## src/rtl/voice_alloc_pkg.sv

```systemverilog
`default_nettype none
// ============================================================================
//  Module      : voice_alloc_pkg
//  Description : Shared defaults, FSM state type and rank-width helper for
//                the polyphonic voice allocator.
//  Revision    : 1.0 - initial release
// ============================================================================
package voice_alloc_pkg;

    localparam int VOICES_DEF = 4;
    localparam int NOTE_W_DEF = 7;

    // Width of an age rank (and of a voice index) for a given voice count.
    function automatic int rank_width(input int voices);
        return (voices < 2) ? 1 : $clog2(voices);
    endfunction

    localparam int RANK_W_DEF = rank_width(VOICES_DEF);

    typedef enum logic [1:0] {
        ST_IDLE   = 2'd0,
        ST_SCAN   = 2'd1,
        ST_COMMIT = 2'd2
    } state_t;

endpackage
`default_nettype wire

```

## src/rtl/voice_age_rank.sv

```systemverilog
`default_nettype none
// ============================================================================
//  Module      : voice_age_rank
//  Description : Per-voice age ranks (0 = newest, VOICES-1 = oldest). A commit
//                moves the target to rank 0 and ages every younger voice by
//                one, so the ranks always stay a permutation.
//  Revision    : 1.0 - initial release
// ============================================================================
module voice_age_rank
    import voice_alloc_pkg::*;
#(
    parameter int VOICES = VOICES_DEF,
    parameter int RANK_W = rank_width(VOICES)
) (
    input  logic                     clk,
    input  logic                     rst,
    input  logic                     commit_i,
    input  logic [RANK_W-1:0]        target_i,
    output logic [VOICES*RANK_W-1:0] rank_o,
    output logic [RANK_W-1:0]        oldest_o
);

    logic [VOICES*RANK_W-1:0] rank_q;
    logic [RANK_W-1:0]        old_rank_w;
    logic [RANK_W-1:0]        oldest_w;

    assign old_rank_w = rank_q[target_i*RANK_W +: RANK_W];

    // Reset to identity ranks; on commit the target becomes newest and
    // every voice younger than its old rank ages by one.
    always_ff @(posedge clk) begin
        if (rst) begin
            for (int i = 0; i < VOICES; i++) begin
                rank_q[i*RANK_W +: RANK_W] <= RANK_W'(i);
            end
        end else if (commit_i) begin
            for (int i = 0; i < VOICES; i++) begin
                if (target_i == RANK_W'(i)) begin
                    rank_q[i*RANK_W +: RANK_W] <= '0;
                end else if (rank_q[i*RANK_W +: RANK_W] < old_rank_w) begin
                    rank_q[i*RANK_W +: RANK_W] <= rank_q[i*RANK_W +: RANK_W] + 1'b1;
                end
            end
        end
    end

    // Exactly one voice holds the maximum rank; report its index.
    always_comb begin
        oldest_w = '0;
        for (int i = 0; i < VOICES; i++) begin
            if (rank_q[i*RANK_W +: RANK_W] == RANK_W'(VOICES-1)) begin
                oldest_w = RANK_W'(i);
            end
        end
    end

    assign rank_o   = rank_q;
    assign oldest_o = oldest_w;

endmodule
`default_nettype wire

```

## src/rtl/voice_alloc.sv

```systemverilog
`default_nettype none
// ============================================================================
//  Module      : voice_alloc
//  Description : Polyphonic voice allocator. Each key event is scanned one
//                voice per cycle (match / free search), then committed:
//                note-on retriggers, takes a free voice, or steals the
//                oldest; note-off releases matching gated voices.
//  Revision    : 1.0 - initial release
// ============================================================================
module voice_alloc
    import voice_alloc_pkg::*;
#(
    parameter int VOICES = VOICES_DEF,
    parameter int NOTE_W = NOTE_W_DEF
) (
    input  logic                     clk,
    input  logic                     rst,
    input  logic                     ev_valid,
    input  logic                     ev_on,
    input  logic [NOTE_W-1:0]        ev_note,
    output logic                     ev_ready,
    input  logic                     panic,
    output logic [VOICES*NOTE_W-1:0] voice_note,
    output logic [VOICES-1:0]        voice_gate,
    output logic [VOICES-1:0]        voice_trig
);

    localparam int RANK_W = rank_width(VOICES);

    state_t                   state_q;
    logic [RANK_W-1:0]        scan_idx_q;
    logic                     ev_on_q;
    logic [NOTE_W-1:0]        ev_note_q;
    logic                     match_found_q;
    logic [RANK_W-1:0]        match_idx_q;
    logic                     free_found_q;
    logic [RANK_W-1:0]        free_idx_q;
    logic [VOICES-1:0]        off_mask_q;
    logic [VOICES*NOTE_W-1:0] note_q;
    logic [VOICES-1:0]        gate_q;
    logic [VOICES-1:0]        trig_q;

    logic                     rank_commit_w;
    logic [RANK_W-1:0]        target_w;
    logic [RANK_W-1:0]        oldest_w;
    logic [VOICES*RANK_W-1:0] rank_w;
    logic [NOTE_W-1:0]        scan_note_w;
    logic                     scan_gate_w;
    logic                     scan_hit_w;

    // Ranks are exported by the age tracker for observability; the allocator
    // itself only needs the oldest index.
    logic unused_rank_w;
    assign unused_rank_w = ^rank_w;

    assign ev_ready = (state_q == ST_IDLE) & ~panic & ~rst;

    // Only a note-on commit reorders the ages.
    assign rank_commit_w = (state_q == ST_COMMIT) & ev_on_q & ~panic & ~rst;

    assign scan_note_w = note_q[scan_idx_q*NOTE_W +: NOTE_W];
    assign scan_gate_w = gate_q[scan_idx_q];
    assign scan_hit_w  = scan_gate_w & (scan_note_w == ev_note_q);

    // Target priority from registered scan results: retrigger, free, steal.
    always_comb begin
        target_w = oldest_w;
        if (match_found_q) begin
            target_w = match_idx_q;
        end else if (free_found_q) begin
            target_w = free_idx_q;
        end
    end

    voice_age_rank #(
        .VOICES (VOICES),
        .RANK_W (RANK_W)
    ) u_rank (
        .clk      (clk),
        .rst      (rst),
        .commit_i (rank_commit_w),
        .target_i (target_w),
        .rank_o   (rank_w),
        .oldest_o (oldest_w)
    );

    // Event FSM: latch on accept, scan one voice per cycle, commit, return idle.
    always_ff @(posedge clk) begin
        if (rst) begin
            state_q       <= ST_IDLE;
            scan_idx_q    <= '0;
            ev_on_q       <= 1'b0;
            ev_note_q     <= '0;
            match_found_q <= 1'b0;
            match_idx_q   <= '0;
            free_found_q  <= 1'b0;
            free_idx_q    <= '0;
            off_mask_q    <= '0;
            note_q        <= '0;
            gate_q        <= '0;
            trig_q        <= '0;
        end else if (panic) begin
            state_q <= ST_IDLE;
            gate_q  <= '0;
            trig_q  <= '0;
        end else begin
            trig_q <= '0;
            case (state_q)
                ST_IDLE: begin
                    if (ev_valid) begin
                        ev_on_q       <= ev_on;
                        ev_note_q     <= ev_note;
                        scan_idx_q    <= '0;
                        match_found_q <= 1'b0;
                        free_found_q  <= 1'b0;
                        off_mask_q    <= '0;
                        state_q       <= ST_SCAN;
                    end
                end
                ST_SCAN: begin
                    if (scan_hit_w) begin
                        off_mask_q[scan_idx_q] <= 1'b1;
                        if (!match_found_q) begin
                            match_found_q <= 1'b1;
                            match_idx_q   <= scan_idx_q;
                        end
                    end
                    if (!scan_gate_w && !free_found_q) begin
                        free_found_q <= 1'b1;
                        free_idx_q   <= scan_idx_q;
                    end
                    if (scan_idx_q == RANK_W'(VOICES-1)) begin
                        state_q <= ST_COMMIT;
                    end else begin
                        scan_idx_q <= scan_idx_q + 1'b1;
                    end
                end
                ST_COMMIT: begin
                    if (ev_on_q) begin
                        note_q[target_w*NOTE_W +: NOTE_W] <= ev_note_q;
                        gate_q[target_w]                  <= 1'b1;
                        trig_q[target_w]                  <= 1'b1;
                    end else begin
                        gate_q <= gate_q & ~off_mask_q;
                    end
                    state_q <= ST_IDLE;
                end
                default: state_q <= ST_IDLE;
            endcase
        end
    end

    assign voice_note = note_q;
    assign voice_gate = gate_q;
    assign voice_trig = trig_q;

endmodule
`default_nettype wire

```

## config.mk

```make
export PLATFORM = sky130hd
export DESIGN_NAME = voice_alloc
export DESIGN_NICKNAME = d
export VERILOG_FILES = /design/src/rtl/voice_alloc_pkg.sv /design/src/rtl/voice_age_rank.sv /design/src/rtl/voice_alloc.sv
export SDC_FILE = /design/constraint.sdc
export NUM_CORES = 1
export LEC_CHECK = 0
export ABC_AREA = 1
export CORE_UTILIZATION = 35
export CTS_BUF_LIST = sky130_fd_sc_hd__clkbuf_4 sky130_fd_sc_hd__clkbuf_8 sky130_fd_sc_hd__clkbuf_16
export CTS_CLUSTER_DIAMETER = 150
export CTS_CLUSTER_SIZE = 28
export DETAILED_ROUTE_END_ITERATION = 12
export PLACE_DENSITY = 0.66
export SLEW_MARGIN = 20
export SYNTH_ARGS = -nofsm -noshare
export SYNTH_HDL_FRONTEND = slang
export SYNTH_SLANG_ARGS = --single-unit
```

## constraint.sdc

```tcl
create_clock -name clk -period 4.1 [get_ports clk]
set_input_delay 0.82 -clock clk [delete_from_list [all_inputs] [get_ports clk]]
set_output_delay 0.82 -clock clk [all_outputs]
set_load 0.05 [all_outputs]
```

==> out/results.ini <==
[drt]
drtAntennaViolNets = 0
vias_per_cell = 5.18
firstDrtPassIters = 5
routedWlPerCell_um = 14.6
drt_iter0_drc = 155
drc = 0
vias = 3355
wl_um = 9440

[yosys]
ys_seq_elements = 66
ys.flop_type = dfxtp_1
syn_area_um2 = 3310
ys_seq_area_share_pct = 39.9
synth-edff-count = 0
synthCells = 484
syn_nets = 511
yosys_warnings = 0
synthArstFlopShare_pct = 0
syn_area_per_cell_um2 = 6.84
yosys.cell_types.count = 29

[timing]
fmax_mhz = 315
setup_tns_ns = 0
post-route-period-util_pct = 77.5
finalSetupViolations = 0
rsz0062_at_grt = false
hold_violations = 0
drv_slew = 0
clock_skew_ns = 0.0101
tightest_slew_ns = 0.654
finalCriticalPeriod_ns = 3.18
layout_setup_ws_ns = 0.923
maxSlewHeadroom_pct = 56.2

[clock_network]
postCtsSetupRepairBufs = 0
cts_resized = 0
clock_latency_ns = 0.36
cts_sinks = 66
root_buffer = clkbuf_8
cts_tree = done
cts.reportedPaths.clkPinSlew_ns = 0.07
cts_hold_buf = 0
cts_buffers = 9
htree_levels = 3
cts_max_path_buffers = 2

[status]
status = finished clean

[die]
die_h_um = 99.2
rows = 35
die_w_um = 99.2
io_pins = 49
start_util_pct = 36.0
core_area_um2 = 9200
die-area_um2 = 9850

[power_and_ir_drop]
p_total_mw = 1.44
power_density_nw_per_um2 = 350
vdd_drop_max_mv = 0.169
p_leak_nw = 1.56

[setup_path]
critPathSlowestCell = clkdlybuf4s50_1
critical_path_required_ns = 3.28
cp_max_fo = 5
worst-endpoint-arrival_ns = 2.36
critical_path.startpoint_type = input port
worstSetupPathType = in -> out
slowest_delay_ns = 0.54
critPathCaptureType = primary output
path_cells = clkdlybuf4s50_1 > nor2_1 > inv_1 > nor3_1 > buf_12

[global_route]
grt_overflow = 0
track_usage_pct = 20.3
grt_max_degree = 37
grt_pass1_vias = 3249
grt_pass1_wl_um = 15500
antenna_found_initial = 0

[layout]
antennaDiodeCount = 0
fin_util_pct = 44.7
multiInputGateArea_um2 = 1750
drive_above_1_share_pct = 5.21
final_area_um2 = 4110
area_growth_pct = 24.1
num-fill-cells = 956
seq_area_um2 = 1320
nets = 559

[placed_design]
place_ws_ns = 0.944
place_area_um2 = 3880
portBuffers = 48
gp_congestion = 0.899
dpl.hpwl_um = 6700

[run]
drv_cap = 0

[worst_hold_path]
min_path_type = reg -> reg

[cells in the final DEF, fill, tap and decap left out]
cell type	n
nor3_1	2
xor2_1	3
nand2_1	157
inv_2	2
or2_2	1
nor2_1	41
nand3_1	52
clkbuf_8	9
clkinvlp_4	3
clkbuf_4	1
a21oi_1	55
inv_1	41
a31oi_1	1
buf_12	1
a221oi_1	1
nor3_2	1
clkdlybuf4s50_1	47
nand3b_1	2
clkinv_4	1
nor2_2	1
bufinv_16	2
clkinv_1	1
o21ai_0	19
nor3_4	2
nand2_2	1
a211oi_1	1
nand4_1	3
dfxtp_1	66
a22o_1	1
ha_1	15
o211ai_1	1
buf_4	2
nor4_4	1
[registers in the layout, indices dropped and copies added (netlist names), 4 cells and up]
signal and flops:
voice_trig 4, ev_note_q 7, voice_note 28, off_mask_q 4
u_rank.rank_o 8, voice_gate 4
[cell families (layout without fill, tap and decap cells)]
group	count (synthesis)	in the layout	share of synthesized area [%]
AO/OA/AOI/OAI	79	79	12.4
XOR/XNOR	3	3	0.794
adder cells (fa/ha/maj)	15	15	5.67
buffers and inverters	57	110	7.11
flip-flops	66	66	39.9
AND/OR/NAND/NOR	264	264	34.1
[power by group]
part           total [mW]  switching, mW  internal, mW
combinational       0.156          0.109        0.0472
clock               0.620          0.270         0.350
sequential          0.662         0.0112         0.651
[area by class of cell]
type                       instances  area share, %
sequential                        66           32.2
clock inverter                     6           2.22
multi-input combinational        361           42.7
inverter                          44           4.02
timing repair buffer              50           12.3
tap                              111           3.38
clock buffer                      10           3.20
[synthesized netlist by cell type, types with 2 or more instances]
library cell,instances,area (um^2)
inv_2,2,7.51
ha_1,15,188
buf_4,3,22.5
nand3_1,52,260
inv_1,41,154
xor2_1,3,26.3
clkbuf_1,7,26.3
a21oi_1,55,275
nor3_4,2,32.5
o21ai_0,19,95.1
nor2_1,41,154
dfxtp_1,66,1320
nor3_1,2,10.0
buf_2,2,10.0
nand4_1,3,18.8
nand2_1,157,589
nand3b_1,2,15.0
[metrics by stage]
| step | hold WS (ns) | instances |
|---|---|---|
| after global routing | 0.488 | 648 |
| final | 0.454 | 648 |
| after detailed placement | 0.448 | 632 |
| after CTS | 0.459 | 648 |
| after global placement | 0.446 | 632 |
| after floorplan | 0.430 | 484 |
[metal layers]
layer / global-route usage (%) / vias to the layer above / wire length [um]
met4: 13.8 / 0 / 360
met1: 25.7 / 1536 / 4160
met2: 32.1 / 126 / 4350
li1: - / 1665 / -
met5: 0 / - / 0
met3: 3.16 / 28 / 554
[path summary, 6_finish.rpt]
kind	startpoint	endpoint	slack, ns	cells past startpoint
min reg2reg	free_idx_q[1]$_SDFFE_PP0P_	free_idx_q[1]$_SDFFE_PP0P_	0.45	2
max reg2reg	u_rank.rank_o[2]$_SDFFE_PP1P_	u_rank.rank_o[0]$_SDFFE_PP0P_	1.24	13
min	free_idx_q[1]$_SDFFE_PP0P_	free_idx_q[1]$_SDFFE_PP0P_	0.45	2
max	panic	ev_ready	0.92	5
[critical path, delay by kind of cell]
kind,cells,cell delay (ns)
buffers and inverters,3,0.87
AND/OR/NAND/NOR,2,0.67
No activity file was read; power rests on OpenSTA's default activity.
